<file path="src/rtl/ula_pkg.sv">
// ula_pkg: shared widths, opcodes, instruction fields, FSM states and sign extension
package ula_pkg;
  localparam int DATA_W = 16;
  localparam int NREGS = 8;
  localparam int IMM_W = 7;
  localparam int AW = 3;
  localparam int OP_LSB = 13;
  localparam int RD_LSB = 10;
  localparam int RS1_LSB = 7;
  localparam int RS2_LSB = 4;
  localparam logic [2:0] OP_LOAD = 3'd0;
  localparam logic [2:0] OP_ADD = 3'd1;
  localparam logic [2:0] OP_ADDI = 3'd2;
  localparam logic [2:0] OP_SUB = 3'd3;
  localparam logic [2:0] OP_SUBI = 3'd4;
  localparam logic [2:0] OP_MUL = 3'd5;
  localparam logic [2:0] OP_CLEAR = 3'd6;
  localparam logic [2:0] OP_DISPLAY = 3'd7;
  typedef enum logic [2:0] {S_IDLE, S_READ, S_EXEC, S_WB, S_CLR, S_DISP} state_t;
  function automatic logic [DATA_W-1:0] sext(input logic [IMM_W-1:0] imm);
    return {{(DATA_W-IMM_W){imm[IMM_W-1]}}, imm};
  endfunction
endpackage

</file>
<file path="src/rtl/regfile_8x16.sv">
// regfile_8x16: two async read ports, one sync write port, sync clear-all and single-entry clear
module regfile_8x16 import ula_pkg::*; (
  input  logic              clk,
  input  logic              rst,
  input  logic [AW-1:0]     ra1,
  input  logic [AW-1:0]     ra2,
  output logic [DATA_W-1:0] rd1,
  output logic [DATA_W-1:0] rd2,
  input  logic              we,
  input  logic [AW-1:0]     wa,
  input  logic [DATA_W-1:0] wd,
  input  logic              clr,
  input  logic [AW-1:0]     clr_addr
);
  logic [DATA_W-1:0] mem_q [NREGS];
  assign rd1 = mem_q[ra1];
  assign rd2 = mem_q[ra2];
  always_ff @(posedge clk) begin
    if (rst) begin
      for (int i = 0; i < NREGS; i++) mem_q[i] <= '0;
    end else if (clr) begin
      mem_q[clr_addr] <= '0;
    end else if (we) begin
      mem_q[wa] <= wd;
    end
  end
endmodule

</file>
<file path="src/rtl/ula_ctrl.sv">
// ula_ctrl: instruction sequencer driving an external ALU and owning an 8x16 register file
module ula_ctrl import ula_pkg::*; (
  input  logic              clk,
  input  logic              rst,
  input  logic [15:0]       instr,
  input  logic              instr_valid,
  output logic              instr_ready,
  output logic [DATA_W-1:0] alu_a,
  output logic [DATA_W-1:0] alu_b,
  output logic [2:0]        alu_param,
  input  logic [DATA_W-1:0] alu_s,
  output logic              busy,
  output logic              done,
  output logic [DATA_W-1:0] disp_value,
  output logic              disp_valid
);
  state_t state_q, state_d;
  logic [15:0] instr_q, instr_d;
  logic [DATA_W-1:0] alu_a_q, alu_a_d, alu_b_q, alu_b_d, res_q, res_d, disp_value_q, disp_value_d;
  logic [2:0] alu_param_q, alu_param_d, cnt_q, cnt_d;
  logic done_q, done_d, disp_valid_q, disp_valid_d;
  logic [2:0] op, rd, rs1, rs2, in_op;
  logic [IMM_W-1:0] imm;
  logic rtype;
  logic [AW-1:0] ra1;
  logic [DATA_W-1:0] rd1, rd2;
  assign op = instr_q[OP_LSB +: 3];
  assign rd = instr_q[RD_LSB +: 3];
  assign rs1 = instr_q[RS1_LSB +: 3];
  assign rs2 = instr_q[RS2_LSB +: 3];
  assign imm = instr_q[IMM_W-1:0];
  assign in_op = instr[OP_LSB +: 3];
  assign rtype = op == OP_ADD || op == OP_SUB || op == OP_MUL;
  assign ra1 = state_q == S_IDLE ? instr[RD_LSB +: 3] : rs1;
  regfile_8x16 u_rf (
    .clk(clk), .rst(rst), .ra1(ra1), .ra2(rs2), .rd1(rd1), .rd2(rd2),
    .we(state_q == S_WB), .wa(rd), .wd(res_q),
    .clr(state_q == S_CLR), .clr_addr(cnt_q)
  );
  always_comb begin
    state_d = state_q;
    instr_d = instr_q;
    alu_a_d = alu_a_q;
    alu_b_d = alu_b_q;
    alu_param_d = alu_param_q;
    res_d = res_q;
    cnt_d = cnt_q;
    disp_value_d = disp_value_q;
    done_d = 1'b0;
    disp_valid_d = 1'b0;
    case (state_q)
      S_IDLE: if (instr_valid) begin
        instr_d = instr;
        cnt_d = '0;
        state_d = in_op == OP_CLEAR ? S_CLR : in_op == OP_DISPLAY ? S_DISP : S_READ;
        if (in_op == OP_DISPLAY) begin
          disp_value_d = rd1;
          disp_valid_d = 1'b1;
          done_d = 1'b1;
        end
      end
      S_READ: begin
        alu_a_d = rd1;
        alu_b_d = rtype ? rd2 : sext(imm);
        alu_param_d = op;
        state_d = S_EXEC;
      end
      S_EXEC: begin
        res_d = op == OP_LOAD ? sext(imm) : alu_s;
        done_d = 1'b1;
        state_d = S_WB;
      end
      S_CLR: begin
        cnt_d = cnt_q + 3'd1;
        done_d = cnt_q == 3'(NREGS-2);
        state_d = cnt_q == 3'(NREGS-1) ? S_IDLE : S_CLR;
      end
      default: state_d = S_IDLE;
    endcase
  end
  always_ff @(posedge clk) begin
    if (rst) begin
      state_q <= S_IDLE;
      instr_q <= '0;
      alu_a_q <= '0;
      alu_b_q <= '0;
      alu_param_q <= '0;
      res_q <= '0;
      cnt_q <= '0;
      disp_value_q <= '0;
      done_q <= 1'b0;
      disp_valid_q <= 1'b0;
    end else begin
      state_q <= state_d;
      instr_q <= instr_d;
      alu_a_q <= alu_a_d;
      alu_b_q <= alu_b_d;
      alu_param_q <= alu_param_d;
      res_q <= res_d;
      cnt_q <= cnt_d;
      disp_value_q <= disp_value_d;
      done_q <= done_d;
      disp_valid_q <= disp_valid_d;
    end
  end
  assign instr_ready = state_q == S_IDLE;
  assign busy = state_q != S_IDLE;
  assign alu_a = alu_a_q;
  assign alu_b = alu_b_q;
  assign alu_param = alu_param_q;
  assign done = done_q;
  assign disp_value = disp_value_q;
  assign disp_valid = disp_valid_q;
endmodule

</file>
<file path="config.mk">
export PLATFORM = sky130hd
export DESIGN_NAME = ula_ctrl
export DESIGN_NICKNAME = d
export VERILOG_FILES = /design/src/rtl/ula_pkg.sv /design/src/rtl/regfile_8x16.sv /design/src/rtl/ula_ctrl.sv
export SDC_FILE = /design/constraint.sdc
export NUM_CORES = 1
export LEC_CHECK = 0
export ABC_AREA = 1
export BUFFER_PORTS_ARGS = -buffer_cell sky130_fd_sc_hd__clkbuf_2
export CORE_ASPECT_RATIO = 1.2
export CORE_MARGIN = 4
export CORE_UTILIZATION = 55
export DETAILED_ROUTE_END_ITERATION = 12
export HOLD_SLACK_MARGIN = 0.08
export PLACE_DENSITY = 0.7
export SYNTH_ARGS = -nofsm -noshare
export SYNTH_HDL_FRONTEND = slang
export SYNTH_SLANG_ARGS = --single-unit
</file>
<file path="constraint.sdc">
create_clock -name clk -period 3 [get_ports clk]
set_clock_uncertainty 0.05 [all_clocks]
set_input_delay 0.75 -clock clk [delete_from_list [all_inputs] [get_ports clk]]
set_output_delay 0.75 -clock clk [all_outputs]
set_load 0.005 [all_outputs]
</file>
**Word level (Yosys, flattened, before mapping)**

Memories as Yosys holds them, arrays and structs flattened. A register that Yosys moved wholly into a read port is not among the register bits.
Index checks and enable logic that the tools add are counted.
W data, S select, Z words.

- Bits in writable memories: 128
- Bits of input ports: 35
- Memories kept: 1
- Register bits: 91
- Logic and storage cells: 67

- Equal/unequal tests: 12
- Bitwise gates (word level): 1
- Muxes and demuxes: 30
- Add/sub/neg operators: 1
- Reductions and logical operators: 12

Memory list:

| name | words | bits a word | read ports | clocked after memory_dff | write ports | line | RTL |
|---|---|---|---|---|---|---|---|
| u_rf.mem_q | 8 | 16 | 2 | 1 | 8 | regfile_8x16.sv:15 | `logic [DATA_W-1:0] mem_q [NREGS];` |

Operators by type and width:

| operator | number |
|---|---|
| $mux W16 | 4 |
| $reduce_or A16 Y1 | 2 |
| $mux W3 | 10 |
| $eq A3 B3 Y1 const B | 6 |
| $mux W1 | 13 |
| $pmux W3 S4 | 1 |
| $eq A3 B2 Y1 const B | 3 |
| $eq A3 B1 Y1 const B | 2 |
| $logic_not A3 Y1 | 2 |
| $pmux W3 S2 | 1 |
| $reduce_and A2 Y1 | 2 |
| $add A3 B1 Y3 const B | 1 |
| $pmux W1 S3 | 1 |
| $reduce_and A3 Y1 | 1 |
| $reduce_bool A3 Y1 | 1 |
| $logic_or A1 B1 Y1 | 2 |
| $ne A2 B2 Y1 const B | 1 |
| $reduce_bool A2 Y1 | 1 |
| $reduce_or A2 Y1 | 1 |
| $not A1 Y1 | 1 |

**Depth between registers and ports, before layout**

- Word-level depth: 7
- Gate-level depth with buffers: 11
- Mapped depth without buffers: 9

**By module**

A second synthesis with hierarchy kept.

- Cell total of the unflattened synthesis: 1462
- Area, all modules: 11090.6 um^2

Modules (own cells, without submodules):

| module | sequential area each (um^2) | cells an instance | area an instance (um^2) | times used |
|---|---|---|---|---|
| regfile_8x16 | 3843.7 | 833 | 6952.9 | 1 |
| ula_ctrl | 1821.7 | 629 | 4137.7 | 1 |

**Worst setup path before layout**

Ideal clock, no wire load.

- Path type: input to register
- From: input rst
- To: memory u_rf.mem_q[1][0], enable pin
- Setup slack: 0.513 ns
- Arrival: 2.066 ns
- Setup time: 0.372 ns
- Required time: 2.578 ns
- Buffers on the path: 1
- Stages on the path: 8
- Cell sequence: inv_2 > nand3_4 > inv_2 > nor2_2 > nor2_4 > nand2_4 > buf_6 > nand2_1

RTL lines:

| item | line | RTL |
|---|---|---|
| start: declaration | ula_ctrl.sv:4 | `input logic rst,` |
| end: declaration | regfile_8x16.sv:15 |  |

**Worst setup path in the final report**

- From: register state_q[0]
- To: output instr_ready

- Word-level cells in the longest chain between the ends: 1

RTL lines:

| item | line | RTL |
|---|---|---|
| start: declaration | ula_ctrl.sv:17 | `state_t state_q, state_d;` |
| start signal: assignment | ula_ctrl.sv:94 | `state_q <= state_d;` |
| $logic_not A3 Y1 | ula_ctrl.sv:106 | `assign instr_ready = state_q == S_IDLE;` |
| end: declaration | ula_ctrl.sv:7 | `output logic instr_ready,` |

No other way between the ends.

==> summary.txt <==
CTS clk-pin slew, worst paths: 0.06 ns
RSZ-0062 raised after global routing: false
Slew @ Worst Pin: 0.854 ns
Mapped Cells: 1306
met3 WL: 3.41 mm
R2R Path Start: state_q[0]
GRT overflow: 0
FF-to-FF setup slack: 0.61 ns
element type at the critical path end: output pin
share of layout cells above drive strength 1: 14.2%
DIE AREA: 22000 um2
most frequent cells in the layout: nand3_1, inv_1, a21oi_1, o21ai_0, nor2_1
number of global-route vias before repair: 8578
final hold violation count: 0
CTS resizes: 0
Die W: 136 um
global-route wire length before repair: 47.9 mm
Synth area leader: edfxtp_1
Crit-path slowest cell: dfxtp_1
Die Ht: 162 um
cells along the critical path: nor2_2 > nand2_1 > buf_4 > inv_2 > clkbuf_2
Achievable Freq: 0.418 GHz
Worst path max stage delay: 0.46 ns
Design Area, Final: 12200 um2
residual DRC count: 0
Startpoint Class: register
Power Total: 9.09 mW
CTS Hold Buffers Added: 0
Post-CTS Setup Inserts: 0
initial antenna violation count: 0
commonest non-fill, non-tap cell in the layout: nand3_1
LEAKAGE: 5.06 nW
Synth cell types: 33
routed wire length: 31.2 mm
Avg Cell Area, Syn: 8.29 um2
final-report setup violation count: 0
CP required: 2.20 ns
Fin Setup TNS: 0 ns
Setup CP Type: register to output pin
port buffer count: 89
drt initial violations: 1109
All-Layer GR Usage: 27.8%
worst hold path type: input pin to register
Ys Warns: 0
sequential-to-total area share from yosys stat: 52.9%
share of Yosys cell area claimed by the top area cell type: 35.5%
reg2reg path depth: 10
R2R Path End: alu_a[1]
root buffer cell: clkbuf_16
H-tree Lvls: 1
routability cong.: 0.971
Finished Layout Cells: 1644
Metal-1 WL: 13.0 mm
Syn Nets: 1344
CTS Sinks: 222
Core Area: 19100 um2
# nets final: 1409
Skew-Pair Late Insertion Delay: 0.52 ns
synthesis-stage register bit count: 222
crit-path max FO: 10
DR WL met2: 14.1 mm
pwr dens: 747 nW/um2
# IOs: 90
Via-to-Cell Ratio: 5.77
top cells by area, synth: edfxtp_1, dfxtp_1, nand3_1
VDD IR max: 0.433 mV
Final min period: 2.39 ns
status: finished, final reports clean
area post-placement: 11400 um2
capture point of the critical path: instr_ready
CTS tree: yes
Detailed Place HPWL: 21.4 mm
Slew HR: 43.1%
Initial Utilization: 56.6%
drt pass-1 iters: 6
Tcrit/Tclk final: 79.7%
mapped cell area: 10800 um2
row count: 55
vias post-DR: 9484
Area Overhead vs Synth: 12.4%
largest net degree at the start of global routing: 91
post-route ant nets: 0
CTS Buffer Depth: 3
Max Cap Viol: 0
number of inserted diodes: 0
Max Used Layer: met4
WP data arrival: 1.59 ns
drt wl/cell: 19.0 um
pins over their slew limit: 0
dpl cells: 1602
Critical Path Start: state_q[0]
TritonCTS buffer count: 23
-- per-layer routing --
| metal | GRT usage, % | vias to the layer above |
|---|---|---|
| li1 | - | 4511 |
| met1 | 39.9 | 4357 |
| met2 | 43.7 | 556 |
| met3 | 5.20 | 60 |
| met4 | 7.15 | 0 |
| met5 | 0 | - |
-- Yosys cell counts --
master and count:
nand2_1 134, clkbuf_1 53, nor3b_1 1, nor3_1 1, nor2_2 5, nand2_4 8
o22ai_1 1, ha_1 3, dfxtp_1 94, a21oi_1 154, a21oi_2 1, nor2_8 2
nand2_2 1, buf_6 9, o21ai_4 3, inv_1 161, nand3_4 1, buf_1 1
clkinv_1 1, o21ai_2 2, nand3_1 212, nor2_1 137, inv_2 10, buf_2 20
edfxtp_1 128, o31ai_1 1, o21ai_0 145, nor2_4 5, a211oi_1 2, a31oi_1 1
nor3_2 2, a32o_1 1, o211ai_1 6
-- through the flow --
step | worst slack [ns] | utilization (%) | hold WS (ns)
after floorplan | 0.513 | - | 0.389
after global placement | 0.485 | 59.8 | 0.406
after detailed placement | 0.450 | 59.8 | 0.414
after CTS | 0.625 | 63.6 | 0.390
after global routing | 0.529 | 63.6 | 0.408
final | 0.610 | 63.6 | 0.410
-- cell families (layout without fill, tap and decap cells) --
family / Yosys count / in the layout / share of synthesized area, %
and+or+nand+nor: 509 / 509 / 21.7
AOI/OAI and AO/OA: 317 / 317 / 15.3
adders and majority gates: 3 / 3 / 0.347
buffers and inverters: 255 / 337 / 9.70
DFF: 222 / 222 / 52.9
-- flip-flops by register name, summed over array words and instances (netlist names), named ones only --
signal / flops
disp_valid: 1
alu_a: 16
alu_b: 16
res_q: 16
done: 1
instr_q: 16
state_q: 3
disp_value: 16
alu_param: 3
cnt_q: 3
u_rf.mem_q: 128
-- report_power, final --
| part | total (mW) | switching (mW) | leakage (nW) | internal [mW] |
|---|---|---|---|---|
| combinational | 2.66 | 1.88 | 2.61 | 0.781 |
| clock | 2.77 | 1.18 | 0.361 | 1.59 |
| sequential | 3.66 | 0.158 | 2.09 | 3.50 |
-- worst max-delay path: cells and delay by family, from the launching register on --
kind / cells / cell delay (ns)
buf+inv: 3 / 0.41
simple gates: 2 / 0.20
flops: 1 / 0.46
-- how the worst min path moves through the flow --
stage | startpoint | depth (start not counted) | slack, ns | to
finish | alu_s[10] | 3 | 0.41 | res_q[10]
global route | alu_s[8] | 3 | 0.41 | res_q[8]
global placement | alu_param[1] | 2 | 0.41 | alu_param[1]
CTS | alu_s[8] | 3 | 0.39 | res_q[8]
detailed placement | instr_q[3] | 2 | 0.41 | instr_q[3]
floorplan | instr_q[0] | 2 | 0.39 | instr_q[0]
-- area by class of cell --
| class | instances | area (um2) |
|---|---|---|
| Sequential cell | 222 | 5730 |
| Inverter | 172 | 646 |
| Multi-Input combinational cell | 829 | 4050 |
| Clock inverter | 9 | 78.8 |
| Fill cell | 1740 | 6960 |
| Tap cell | 256 | 320 |
| Clock buffer | 33 | 644 |
| Timing Repair Buffer | 123 | 701 |
Note: power is estimated with default switching activity, not from simulation.
